--- src/rtl/tl_rx_fc_pkg.sv ---
// Shared encodings for the TL RX flow-control initialisation tracker:
// FSM states, FC type codes and FC DLLP kind codes.
package tl_rx_fc_pkg;

  typedef enum logic [1:0] {
    ST_IDLE  = 2'd0,
    ST_INIT1 = 2'd1,
    ST_INIT2 = 2'd2,
    ST_DONE  = 2'd3
  } fc_state_e;

  localparam logic [1:0] FC_TYPE_P    = 2'b00;
  localparam logic [1:0] FC_TYPE_NP   = 2'b01;
  localparam logic [1:0] FC_TYPE_CPL  = 2'b10;
  localparam logic [1:0] FC_TYPE_RSVD = 2'b11;

  localparam logic [1:0] KIND_INITFC1 = 2'b00;
  localparam logic [1:0] KIND_INITFC2 = 2'b01;
  localparam logic [1:0] KIND_UPDATEFC = 2'b10;
  localparam logic [1:0] KIND_RSVD    = 2'b11;

endpackage

--- src/rtl/tl_rx_fc_type_slice.sv ---
// Storage for one FC type: a recorded flag plus the first advertised
// header/data credits and scales. Once recorded, the values are frozen until clear.
module tl_rx_fc_type_slice #(
  parameter int HDR_W      = 12,
  parameter int DATA_W     = 16,
  parameter int DLL_HDR_W  = 12,
  parameter int DLL_DATA_W = 16
) (
  input  logic                  clk,
  input  logic                  rst,
  input  logic                  load,
  input  logic                  clear,
  input  logic [DLL_HDR_W-1:0]  dll_hdr_creds,
  input  logic [DLL_DATA_W-1:0] dll_data_creds,
  input  logic [1:0]            dll_hdr_scale,
  input  logic [1:0]            dll_data_scale,
  output logic                  recorded,
  output logic [HDR_W-1:0]      hdr_creds,
  output logic [DATA_W-1:0]     data_creds,
  output logic [1:0]            hdr_scale,
  output logic [1:0]            data_scale
);

  logic [HDR_W-1:0]  hdr_fit_s;
  logic [DATA_W-1:0] data_fit_s;
  logic              recorded_r;
  logic [HDR_W-1:0]  hdr_creds_r;
  logic [DATA_W-1:0] data_creds_r;
  logic [1:0]        hdr_scale_r;
  logic [1:0]        data_scale_r;

  // DLL fields are truncated or zero-extended to the storage width
  if (HDR_W <= DLL_HDR_W) begin : g_hdr_trunc
    assign hdr_fit_s = dll_hdr_creds[HDR_W-1:0];
  end else begin : g_hdr_ext
    assign hdr_fit_s = {{(HDR_W-DLL_HDR_W){1'b0}}, dll_hdr_creds};
  end

  if (DATA_W <= DLL_DATA_W) begin : g_data_trunc
    assign data_fit_s = dll_data_creds[DATA_W-1:0];
  end else begin : g_data_ext
    assign data_fit_s = {{(DATA_W-DLL_DATA_W){1'b0}}, dll_data_creds};
  end

  // Capture-once storage; clear has priority over load
  always_ff @(posedge clk or posedge rst) begin
    if (rst) begin
      recorded_r   <= 1'b0;
      hdr_creds_r  <= {HDR_W{1'b0}};
      data_creds_r <= {DATA_W{1'b0}};
      hdr_scale_r  <= 2'b00;
      data_scale_r <= 2'b00;
    end else if (clear) begin
      recorded_r   <= 1'b0;
      hdr_creds_r  <= {HDR_W{1'b0}};
      data_creds_r <= {DATA_W{1'b0}};
      hdr_scale_r  <= 2'b00;
      data_scale_r <= 2'b00;
    end else if (load && !recorded_r) begin
      recorded_r   <= 1'b1;
      hdr_creds_r  <= hdr_fit_s;
      data_creds_r <= data_fit_s;
      hdr_scale_r  <= dll_hdr_scale;
      data_scale_r <= dll_data_scale;
    end
  end

  assign recorded   = recorded_r;
  assign hdr_creds  = hdr_creds_r;
  assign data_creds = data_creds_r;
  assign hdr_scale  = hdr_scale_r;
  assign data_scale = data_scale_r;

endmodule

--- src/rtl/tl_rx_fc_init_capture.sv ---
// RX flow-control init tracker: FC_INIT1 -> FC_INIT2 -> DONE sequencing,
// per-type credit capture, checker feed mux and sticky protocol error.
module tl_rx_fc_init_capture
  import tl_rx_fc_pkg::*;
#(
  parameter int FC_DATA_CREDS_WIDTH  = 16,
  parameter int FC_HDR_CREDS_WIDTH   = 12,
  parameter int DLL_DATA_CREDS_WIDTH = 16,
  parameter int DLL_HDR_CREDS_WIDTH  = 12
) (
  input  logic                            clk,
  input  logic                            rst,
  input  logic                            dll_link_up,
  input  logic                            dll_valid,
  input  logic [1:0]                      dll_dllp_kind,
  input  logic [1:0]                      dll_fc_type,
  input  logic [DLL_HDR_CREDS_WIDTH-1:0]  dll_hdr_creds,
  input  logic [DLL_DATA_CREDS_WIDTH-1:0] dll_data_creds,
  input  logic [1:0]                      dll_hdr_scale,
  input  logic [1:0]                      dll_data_scale,
  input  logic                            flow_control_error,
  output logic                            flow_control_en,
  output logic [FC_HDR_CREDS_WIDTH-1:0]   hdr_creds_reg,
  output logic [FC_DATA_CREDS_WIDTH-1:0]  data_creds_reg,
  output logic [1:0]                      hdr_scale_reg,
  output logic [1:0]                      data_scale_reg,
  output logic [2:0]                      fc_recorded,
  output logic                            fc_init1_done,
  output logic                            fc_init_done,
  output logic                            fc_error_sticky
);

  fc_state_e state_r, state_next_s;
  logic      init1_done_r, init_done_r, error_sticky_r;

  logic [2:0] slice_rec_s;
  logic [FC_HDR_CREDS_WIDTH-1:0]  slice_hdr_s   [3];
  logic [FC_DATA_CREDS_WIDTH-1:0] slice_data_s  [3];
  logic [1:0]                     slice_hscl_s  [3];
  logic [1:0]                     slice_dscl_s  [3];

  logic       type_ok_s, kind_ok_s, init_kind_s, advance_kind_s;
  logic       type_recorded_s, record_s, advance_done_s, clear_s;
  logic [2:0] load_s, recorded_next_s;

  assign type_ok_s      = (dll_fc_type != FC_TYPE_RSVD);
  assign kind_ok_s      = (dll_dllp_kind != KIND_RSVD);
  assign init_kind_s    = (dll_dllp_kind == KIND_INITFC1) || (dll_dllp_kind == KIND_INITFC2);
  assign advance_kind_s = (dll_dllp_kind == KIND_INITFC2) || (dll_dllp_kind == KIND_UPDATEFC);
  assign clear_s        = ~dll_link_up;

  // Select the stored slice addressed by the presented FC type
  always_comb begin
    type_recorded_s = 1'b0;
    hdr_creds_reg   = {FC_HDR_CREDS_WIDTH{1'b0}};
    data_creds_reg  = {FC_DATA_CREDS_WIDTH{1'b0}};
    hdr_scale_reg   = 2'b00;
    data_scale_reg  = 2'b00;
    case (dll_fc_type)
      FC_TYPE_P, FC_TYPE_NP, FC_TYPE_CPL: begin
        type_recorded_s = slice_rec_s[dll_fc_type];
        hdr_creds_reg   = slice_hdr_s[dll_fc_type];
        data_creds_reg  = slice_data_s[dll_fc_type];
        hdr_scale_reg   = slice_hscl_s[dll_fc_type];
        data_scale_reg  = slice_dscl_s[dll_fc_type];
      end
      default: begin
        type_recorded_s = 1'b0;
      end
    endcase
  end

  assign flow_control_en = dll_valid & dll_link_up & type_ok_s & kind_ok_s & type_recorded_s;

  // Only a clean init DLLP of a not-yet-recorded type is captured
  assign record_s = ((state_r == ST_INIT1) || (state_r == ST_INIT2)) & dll_link_up & dll_valid &
                    init_kind_s & type_ok_s & ~type_recorded_s & ~flow_control_error;

  assign load_s = {record_s & (dll_fc_type == FC_TYPE_CPL),
                   record_s & (dll_fc_type == FC_TYPE_NP),
                   record_s & (dll_fc_type == FC_TYPE_P)};
  assign recorded_next_s = slice_rec_s | load_s;

  assign advance_done_s = dll_valid & advance_kind_s & type_ok_s & type_recorded_s &
                          ~flow_control_error & ~error_sticky_r;

  for (genvar i = 0; i < 3; i++) begin : g_slice
    tl_rx_fc_type_slice #(
      .HDR_W      (FC_HDR_CREDS_WIDTH),
      .DATA_W     (FC_DATA_CREDS_WIDTH),
      .DLL_HDR_W  (DLL_HDR_CREDS_WIDTH),
      .DLL_DATA_W (DLL_DATA_CREDS_WIDTH)
    ) u_slice (
      .clk            (clk),
      .rst            (rst),
      .load           (load_s[i]),
      .clear          (clear_s),
      .dll_hdr_creds  (dll_hdr_creds),
      .dll_data_creds (dll_data_creds),
      .dll_hdr_scale  (dll_hdr_scale),
      .dll_data_scale (dll_data_scale),
      .recorded       (slice_rec_s[i]),
      .hdr_creds      (slice_hdr_s[i]),
      .data_creds     (slice_data_s[i]),
      .hdr_scale      (slice_hscl_s[i]),
      .data_scale     (slice_dscl_s[i])
    );
  end

  // Next-state logic; link-down overrides every state
  always_comb begin
    state_next_s = state_r;
    if (!dll_link_up) begin
      state_next_s = ST_IDLE;
    end else begin
      case (state_r)
        ST_IDLE:  state_next_s = ST_INIT1;
        ST_INIT1: state_next_s = (recorded_next_s == 3'b111) ? ST_INIT2 : ST_INIT1;
        ST_INIT2: state_next_s = advance_done_s ? ST_DONE : ST_INIT2;
        ST_DONE:  state_next_s = ST_DONE;
        default:  state_next_s = ST_IDLE;
      endcase
    end
  end

  // State register with status flags registered alongside it
  always_ff @(posedge clk or posedge rst) begin
    if (rst) begin
      state_r      <= ST_IDLE;
      init1_done_r <= 1'b0;
      init_done_r  <= 1'b0;
    end else begin
      state_r      <= state_next_s;
      init1_done_r <= (state_next_s == ST_INIT2) || (state_next_s == ST_DONE);
      init_done_r  <= (state_next_s == ST_DONE);
    end
  end

  // Sticky protocol error, cleared only by reset or link-down
  always_ff @(posedge clk or posedge rst) begin
    if (rst) begin
      error_sticky_r <= 1'b0;
    end else if (!dll_link_up) begin
      error_sticky_r <= 1'b0;
    end else if (flow_control_en && flow_control_error) begin
      error_sticky_r <= 1'b1;
    end
  end

  assign fc_recorded     = slice_rec_s;
  assign fc_init1_done   = init1_done_r;
  assign fc_init_done    = init_done_r;
  assign fc_error_sticky = error_sticky_r;

endmodule

--- config.mk ---
export PLATFORM = sky130hd
export DESIGN_NAME = tl_rx_fc_init_capture
export DESIGN_NICKNAME = d
export VERILOG_FILES = /design/src/rtl/tl_rx_fc_pkg.sv /design/src/rtl/tl_rx_fc_type_slice.sv /design/src/rtl/tl_rx_fc_init_capture.sv
export SDC_FILE = /design/constraint.sdc
export NUM_CORES = 1
export LEC_CHECK = 0
export CORE_UTILIZATION = 52
export CTS_CLUSTER_DIAMETER = 40
export DETAILED_ROUTE_END_ITERATION = 16
export PLACE_DENSITY = 0.77
export SYNTH_ARGS = -nofsm -noshare
export SYNTH_HDL_FRONTEND = slang
export SYNTH_SLANG_ARGS = --single-unit
--- constraint.sdc ---
create_clock -name clk -period 4.1 [get_ports clk]
set_input_delay 0.82 -clock clk [delete_from_list [all_inputs] [get_ports clk]]
set_output_delay 0.82 -clock clk [all_outputs]
set_load 0.005 [all_outputs]
Word-level counts from Yosys, hierarchy flattened
Index checks and enable logic that the tools add are counted.
{ "totals": {"ff_bits": 104, "inputBits": 41, "out_inout_bits": 39, "word_cells": 130} }
{ "op_classes": {"n_lt_le_gt_ge": 2, "n_eq_ne": 16, "muxes": 55, "n_bitwise": 23, "n_reduce_logical": 15} }
{ "ops": {"columns": ["operator", "n"], "rows": [
  ["two-way mux 16 bit", 9],
  ["two-way mux 12 bit", 9],
  ["two-way mux 2 bit", 20],
  ["binary-select mux 16 bit (select 2 bit)", 1],
  ["binary-select mux 12 bit (select 2 bit)", 1],
  ["AND 1 bit", 18],
  ["equality test 2 bit, second input constant", 6],
  ["two-way mux 1 bit", 11],
  ["binary-select mux 2 bit (select 2 bit)", 2],
  ["!= test 2 x 1 -> 1 bit, second input constant", 4],
  ["case mux 2 bit (4 select lines)", 1],
  ["equality test 2 x 1 -> 1 bit, second input constant", 3],
  ["zero test 2 bit", 3],
  ["logical AND 1 bit", 4],
  ["logical OR 1 bit", 4],
  ["!= test 2 bit, second input constant", 2],
  ["equality test 3 bit, second input constant", 1],
  ["greater-or-equal comparator 3 bit, second input constant", 1],
  ["zero test 1 bit", 3],
  ["less-than comparator 2 x 3 -> 1 bit, second input constant", 1],
  ["NOT 1 bit", 3],
  ["NOT 2 -> 3 bit", 1],
  ["OR 3 bit", 1],
  ["OR reduction 3 bit", 1],
  ["binary-select mux 1 bit (select 2 bit)", 1]
]} }

Logic depth before layout (Yosys ltp)
Gate-level depths: netlist (run 1).
{ "depth": {"ltp_word": 16, "depth_mapped": 9, "depth_no_buf": 7} }

By module
A second synthesis (run 1) with hierarchy kept.
{ "unflattened": {"hier_cells": 605, "hier_area_um2": 6264.8} }
{ "modules_own_cells": {"columns": ["mod", "n_inst", "cells_per_inst", "area_per_inst_um2", "seq_area_each_um2"], "rows": [
  ["tl_rx_fc_type_slice", 3, 149, 1711.6, 825.8],
  ["tl_rx_fc_init_capture", 1, 158, 1129.8, 125.1]
]} }

Worst setup path before layout (run 1)
No wires, ideal clock.
{ "synth_timing": {"path_type": "input to output", "start": "input dll_fc_type[1]", "end": "output data_creds_reg[0]", "t_arrival_ns": 1.785, "required_ns": 3.280, "setup_slack_ns": 1.495, "cell_stages": 4, "path_buffers": 2, "path_cell_list": "buf_2 > clkbuf_1 > mux2i_1 > o21ai_0"} }
{ "synth_between": {"elab_chain_cells": 5, "elab_cells_between_ends": 9, "cone_classes": "eq/ne: 2; mux: 4; bitwise: 1; reduce/logical: 2"} }
{ "synth_lines": {"columns": ["item", "line", "rtl"], "rows": [
  ["start: declaration", "tl_rx_fc_init_capture.sv:16", "input logic [1:0] dll_fc_type,"],
  ["NOT 2 -> 3 bit (not written as such)", "tl_rx_fc_init_capture.sv:63", "data_creds_reg = slice_data_s[dll_fc_type];"],
  ["binary-select mux 16 bit (select 2 bit)", "tl_rx_fc_init_capture.sv:63", null],
  ["two-way mux 16 bit (not written as such) (2 in series)", "tl_rx_fc_init_capture.sv:63", null],
  ["two-way mux 16 bit (*)", "tl_rx_fc_init_capture.sv:59", "case (dll_fc_type)"],
  ["end: declaration", "tl_rx_fc_init_capture.sv:24", "output logic [FC_DATA_CREDS_WIDTH-1:0] data_creds_reg,"]
]} }
Mark *: on every way between the ends. The rest lies on a longest branch, timed or not. The select of a mux whose other input is x is not followed.

Final worst setup path (run 1)
{ "layout_timing": {"start": "input dll_fc_type[0]", "end": "output data_creds_reg[12]"} }
Same word-level chain as after synthesis.

==> results.md, run 1 <==
- Power spread over the standard cell area amounts to 301 mW/mm^2.
- The count of instances resized after the clock tree is built is 0.
- The critical path endpoint category is an output port.
- The minimum hold slack is between 0.5 and 0.6 ns.
- Setup repair after global routing left no endpoint under its margin.
- The initial antenna violation count is 0.
- In this design, the critical path's most frequently occurring cell is sky130_fd_sc_hd__clkdlybuf4s50_1.
- Dividing the detail-routed wire length by the instance count gives 16.2 microns.
- For this design the static power due to leakage is 2.59 nW.
- The clock insertion delay at the later pin of the skew report is 0.38 ns.
- The total overflow left after global routing is 0.
- The count of endpoints failing hold in the final timing report is 0.
- Clock skew on the completed layout was measured at 0.0202 ns.
- The routability congestion estimate from global placement is between 0.7 and 0.8.
- The path class of the tightest hold or removal check is register to register.
- The actual slew at the worst max-slew pin is between 1 and 1.5 ns.
- Counting the fill cells in the layout gives about 800.
- The largest net degree at the start of global routing is a little over 100.
- The max-slew headroom at the worst pin is 0.323.
- Detailed placement ended at an HPWL of slightly above 8 mm.
- The share of the Yosys chip area taken by registers is 0.495.
- The peak ir drop on the vdd network is 0.152 mV.
- Overall power consumption after layout is estimated at 1.92 mW.
- Along the worst path, the maximum fanout reaches 15.
- In the routed design, unresolved DRC markers number 0.
- The met2 usage in global routing is 0.422.
- In this run, placement finished with an instance count of 770.
- Counting flops with a built-in enable in the synthesized netlist gives 0.
- The average size of a mapped cell is around 9 sq um.
- The global routing's busiest layer is met2.
- The launching point of the worst reg2reg path is state_r[1]$_DFF_PP0_.
- The end of the worst register-to-register path is g_slice[0].u_slice.data_creds[14]$_DFFE_PP0P_.
- In this run the most critical hold path is launched from g_slice[0].u_slice.hdr_creds[7]$_DFFE_PP0P_.
- The category of the critical setup timing path is primary input to output port.
- The met3 capacity usage during global routing is 0.0332.
- In the final layout, the share of cells above drive strength 1 is 0.0597.
- The final critical-path share of the clock period is 0.874.
- For met1 alone, demand over resource in global routing was 0.355.
- Subtracting the final worst setup slack from the clock period gives 3.59 ns.
- The cell count of the worst reg-to-reg path is 8.
- The worst setup path is launched from a primary input.
- The clock-pin slew on the worst setup and hold paths is about 0.12 ns.
- The via count of the routed design is 4332.
- The starting density of the core is 0.537.
- The netlist area before placement is roughly 0.0053 sq mm.
- Along the worst hold path, the cell count comes to 2.
- The final max-slew violation count is 0.
- STA puts the critical path data required time at between 3 and 4 ns.
- The net count of the finished layout is between 600 and 700.
- The synthesized design contains 104 register bits.
- STA puts the critical path data arrival time at approximately 2.8 ns.
- The critical path goes through clkdlybuf4s50_1 > nor2b_2 > buf_4 > nand2_1 > o21ai_0 > clkdlybuf4s50_1.
- The number of nets with antenna violations after detailed routing is 0.
- The final wirelength is approximately 13 mm.
- The register with the most flip-flops in the layout has 48 of them.
- For this run, the slowest stage of the critical path takes between 0.5 and 0.6 ns.
- The full die area is 0.0105 sq mm.
- The number of buffers inserted to repair setup after CTS is 0.
- The via count of the first global-routing pass is approximately 4.3k.
- Setup slack on the worst reg-to-reg path comes out at approximately 1.4 ns.
- Of all flip-flops after synthesis, the portion carrying an async set or reset was 1.00.
- 80 I/O pins were placed.
- The run finished with clean final reports.
- The sink of the worst hold path is g_slice[0].u_slice.hdr_creds[7]$_DFFE_PP0P_.
- The number of sinks driven by the clock tree is around 100.
- The total buffers and inverters traversed by the critical path is 3.
- For this run, the total global-route usage over all layers was measured as 0.258.
- Counting every net in the synthesized netlist gives 637.
- The core region area is about 0.0098 sq mm.
- The sum of negative setup slack is 0 ns.
- The via count normalized by instance count is around 5.5.
- During placement, the flow inserted port buffers numbering just under 80.
- Clock tree synthesis selected as its root buffer the cell sky130_fd_sc_hd__clkbuf_8.
- The die outline width is 103 microns.
- The post-synthesis to final-layout area growth is 21.8%.
- The number of buffers on the longest clock path is 2.
- The number of unique standard cell types used by synthesis is 35.
- Synthesis produced a netlist whose cell count is around 590.
- The cell class contributing the biggest share of worst-path delay is buffers and inverters.
- Across the run, the number of max-cap violations was 0.
- The number of DRC markers after the initial detailed-route iteration is ~230.
- The primary flip-flop cell chosen by synthesis mapping is sky130_fd_sc_hd__dfrtp_1.
- In this run the core area contains 36 standard-cell rows.
- The number of hold buffers added after CTS was 0.
- The count of antenna diodes in the layout is 0.
- The first-pass iteration count of the detailed router is 5.
- Among all stages on the critical path, the largest delay is contributed by sky130_fd_sc_hd__clkdlybuf4s50_1.
- The depth of the CTS H-tree is 3.
- The first-pass GRT wire length is about 21 mm.
- In this run the vertical extent of the chip is between 100 and 150 microns.
- The TritonCTS buffer count is 9.
- During synthesis, Yosys emitted a total of 0 warnings.
- Setup violations remaining at the end of the flow were counted as 0.
- TritonCTS built the clock tree.
- Timing would allow up to ~280 MHz.
- Leaving out filler cells and counting taps, the final layout contains ~790.
## worst min-delay path, cell delays in order (launching register included)
cell                       delay (ns)
sky130_fd_sc_hd__dfrtp_1         0.39
sky130_fd_sc_hd__nand2_1         0.06
sky130_fd_sc_hd__a21boi_1        0.05
## routing by layer
metal | wire [microns] | part of all wire | vias to the layer above
li1 | - | - | 2055
met3 | 714 | 0.056 | 20
met1 | 5530 | 0.44 | 2112
met4 | 236 | 0.019 | 0
met5 | 0 | 0 | -
met2 | 6220 | 0.49 | 145
## final cells by class
cell class                      instances  area (sq um)  share of cell area
Sequential cell                       104          2600               0.407
Clock buffer                            9           124              0.0194
Multi-Input combinational cell        431          2450               0.383
Timing Repair Buffer                   94           906               0.142
Inverter                                8          32.5             0.00509
Clock inverter                          7           114              0.0178
Tap cell                              133           166              0.0260
## where the power goes
part           switching, mW  internal [mW]
sequential           0.00256           1.03
clock                  0.379          0.358
combinational         0.0875         0.0687
## how the worst max path moves through the flow
stage / startpoint / to / slack [ns] / depth (start not counted)
6_report: dll_fc_type[0] / data_creds_reg[12] / 0.51 / 6
5_1_grt: dll_fc_type[0] / hdr_creds_reg[11] / 0.40 / 6
4_1_cts: dll_fc_type[0] / data_creds_reg[12] / 0.54 / 6
3_5_place_dp: dll_fc_type[0] / data_creds_reg[12] / 0.54 / 6
3_3_place_gp: dll_fc_type[0] / data_scale_reg[1] / 0.58 / 6
2_1_floorplan: rst / fc_error_sticky$_DFFE_PP0P_ / 0.55 / 1
## cell usage in the layout (no fill, tap or decap), drive strengths merged
master,count
buf,17
clkbuf,9
o21a,3
ha,7
nand2,226
nand3b,1
and2,2
a31oi,1
nor3,2
nand4b,2
nor2,4
and4b,1
o41ai,1
o2bb2ai,1
clkdlybuf4s50,77
inv,10
o41a,1
mux2i,33
a211oi,1
nand2b,4
a2111oi,1
bufinv,2
a21oi,1
or3,2
nor4,4
or4,1
clkinv,3
o21ai,33
a21boi,96
nor2b,2
dfrtp,104
nor3b,1
## per-stage QoR
step | area (sq um) | setup slack [ns] | util
2_1_floorplan | 5250 | 0.548 | -
3_3_place_gp | 6160 | 0.582 | 0.630
4_1_cts | 6400 | 0.535 | 0.655
5_1_grt | 6400 | 0.405 | 0.655
6_report | 6400 | 0.515 | 0.655
3_5_place_dp | 6160 | 0.544 | 0.630
## cells in the mapped netlist (all sizes together) (2+ instances only)
cell | number | area, sq um
nand2 | 226 | 848
nor2b | 2 | 12.5
o21a | 3 | 22.5
and2 | 2 | 12.5
buf | 12 | 66.3
ha | 7 | 87.6
or3 | 2 | 12.5
nand2b | 4 | 25.0
mux2i | 33 | 330
o21ai | 33 | 165
a21boi | 96 | 721
inv | 8 | 30.0
dfrtp | 104 | 2600
nand4b | 2 | 32.5
nor4 | 4 | 37.5
nor2 | 4 | 15.0
clkbuf | 34 | 128
nor3 | 2 | 15.0
## cells by family (layout without fill, tap and decap cells)
logic type	after synthesis	after routing	synth area share
AOI/OAI and AO/OA	139	139	0.184
and+or+nand+nor	252	252	0.199
muxes	33	33	0.0629
DFF	104	104	0.495
adders and majority gates	7	7	0.0167
buffers and inverters	54	118	0.0426
Note: power is estimated with default switching activity, not from simulation.
==> run 2, diff against run 1 <==
Settings changed: CTS_CLUSTER_DIAMETER 40 to 200, PLACE_DENSITY 0.77 to 0.74.
==> run 2 against run 1 <==
Compared with the run above:
- global-route usage fell by 0.084 points
- highest routed layer unchanged
- largest power group unchanged
- non-clock buffer count fell by 1
- critical path type unchanged
- worst hold slack got worse by 0.0027 ns
- worst setup slack improved by 0.038 ns
==> results.md, run 2 (synthesis results as in run 1) <==
- The die boundary height is just over 100 microns.
- The starting density of the core is 0.537.
- After detailed routing, the number of vias per cell comes to 5.38.
- The repair_antennas step left the layout with diodes totalling 0.
- Setup violations remaining at the end of the flow were counted as 0.
- For the pin with the worst max-slew slack, the measured transition is approximately 1.1 ns.
- For this run, the total global-route usage over all layers was measured as 0.258.
- The clock-pin slew on the worst setup and hold paths is approximately 0.090 ns.
- Setup total negative slack on the finished layout was measured at 0 ns.
- From synthesis to final layout, the design area changed by 22.1%.
- Measured against its own limit, the worst slew margin works out to 0.276.
- Across all layers, the routed design uses about 4.2k vias.
- The count of nets left with antenna violations once routing finished came out at 0.
- The critical path launch point type is a primary input.
- STA puts the critical path data arrival time at about 2.7 ns.
- The peak ir drop on the vdd network is between 0.2 and 0.25 mV.
- The final non-filler cell area is 0.00641 sq mm.
- At the end of routability-driven placement, the weighted congestion stood at 0.810.
- The site row count is 36.
- The library cell used most frequently in the layout, excluding fill and tap cells, is sky130_fd_sc_hd__nand2_1.
- The setup path with the least slack is of type primary input to output port.
- The number of flip-flops in the largest register is 48.
- The first detailed-routing pass ran for 4 iterations.
- CTS placed an instance of sky130_fd_sc_hd__clkbuf_8 at the clock tree root.
- In this run, placement finished with an instance count of about 770.
- The floorplan step defined a die boundary enclosing between 0.01 and 0.015 sq mm.
- TritonCTS built the clock tree.
- The endpoint required time on the critical path is about 3.3 ns.
- The count of instances resized after the clock tree is built is 0.
- The met2 usage in global routing is 0.437.
- Based on the critical path, the design can be clocked at up to 282 MHz.
- In this run the horizontal extent of the chip is around 100 microns.
- The post-layout total power is roughly 1.9 mW.
- The total power per unit cell area is 298 mW/mm^2.
- The average wire per standard cell is between 15 and 20 microns.
- The setup skew after layout is around 0.016 ns.
- The minimum hold slack is around 0.52 ns.
- Along the worst path, the maximum fanout reaches 17.
- The static power due to leakage is between 2 and 3 nW.
- The slack of the worst reg-to-reg path is roughly 1.4 ns.
- The core occupancy in the finished layout is 0.656.
- Leaving out fill and tap cells, the most frequent cells in the layout are sky130_fd_sc_hd__nand2_1, sky130_fd_sc_hd__dfrtp_1, sky130_fd_sc_hd__clkdlybuf4s50_1.
- The non-filler instance count after layout is about 790.
- Setup repair after global routing left no endpoint under its margin.
- The via count of the first global-routing pass is 4328.
- The detailed placement HPWL is roughly 8.2 mm.
- For met1 alone, demand over resource in global routing was 0.344.
- The met3 capacity usage during global routing is 0.0332.
- The TritonCTS buffer count is 9.
- The number of I/O pins is 80.
- The number of buffers on the longest clock path is 2.
- The final max-slew violation count came to 0.
- Of the cells placed in the final design, the portion with a size suffix greater than 1 is 0.0567.
- The post-placement setup slack is 0.586 ns.
- The final critical-path share of the clock period is 0.865.
- The number of buffers inserted to repair setup after CTS is 0.
- The depth of the CTS H-tree is 3.
- In the final design database the tool counted 695 nets.
- The count of endpoints failing hold in the final timing report is 0.
- The first global-routing pass estimated roughly 21 mm of wire.
- The run finished with clean final reports.
- The largest net degree at the start of global routing is 103.
- The core region area is a little under 0.01 sq mm.
- The total congestion overflow is 0.
- The worst min-delay path category is register to register.
- The later pin in the worst-skew pair is clocked with a latency of about 0.36 ns.
- Once routing completed, OpenROAD measured the worst setup slack at between 0.5 and 0.6 ns.
- The tree built by TritonCTS fans out to 104 sinks.
- Max-cap violations in this run came to 0.
- After detailed routing, the number of remaining DRC violations is 0.
- After the first detailed-routing iteration, the DRC count stood at ~280.
- Wires add up to about 13 mm.
- The final critical path time including I/O delays and setup is roughly 3.5 ns.
- The initial antenna violation count came to 0.
- The number of I/O port buffers is between 70 and 80.
- The critical path endpoint category is an output port.
- Hold repair after CTS inserted 0 buffers.
- The global routing's busiest layer is met2.
- Summing all placed instances gives a cell area of around 0.0062 sq mm.
==> run 2: path summary, 6_finish.rpt <==
kind                                                              startpoint                                       endpoint  cells after the start
max in group asynchronous                                                rst    g_slice[2].u_slice.hdr_creds[5]$_DFFE_PP0P_                      3
worst min-delay path            g_slice[0].u_slice.data_creds[0]$_DFFE_PP0P_   g_slice[0].u_slice.data_creds[0]$_DFFE_PP0P_                      2
worst max-delay path                                          dll_fc_type[0]                              data_scale_reg[0]                      6
worst min register to register  g_slice[0].u_slice.data_creds[0]$_DFFE_PP0P_   g_slice[0].u_slice.data_creds[0]$_DFFE_PP0P_                      2
worst max register to register                          state_r[0]$_DFF_PP0_  g_slice[0].u_slice.data_creds[13]$_DFFE_PP0P_                      8
min in group asynchronous                                                rst                         fc_init_done$_DFF_PP0_                      2
==> run 2: report_power, final <==
group / switching, mW / total, mW / internal [mW]
Sequential: 0.00275 / 1.03 / 1.03
Clock: 0.346 / 0.725 / 0.379
Combinational: 0.0883 / 0.157 / 0.0687
Total: 0.437 / 1.91 / 1.48
==> run 2: metal layers <==
layer  share of wire  routed length (microns)
met1            0.45                     5760
met2            0.49                     6200
met3           0.046                      581
met4           0.013                      166
met5               0                        0
==> run 2: critical path: stages <==
cell and delay (ns):
sky130_fd_sc_hd__clkdlybuf4s50_1 0.48, sky130_fd_sc_hd__nor2b_4 0.45, sky130_fd_sc_hd__buf_12 0.22, sky130_fd_sc_hd__nand2_1 0.06, sky130_fd_sc_hd__o21ai_0 0.10, sky130_fd_sc_hd__clkdlybuf4s50_1 0.57
==> run 2: final cells by class <==
type                    count  area [sq um]
clock buffers              12           155
inverters                   8          32.5
clock inverters             4          76.3
repair buffers             93           923
fillers                   833          3360
multi-input cells         431          2460
well taps                 133           166
flip-flops and latches    104          2600
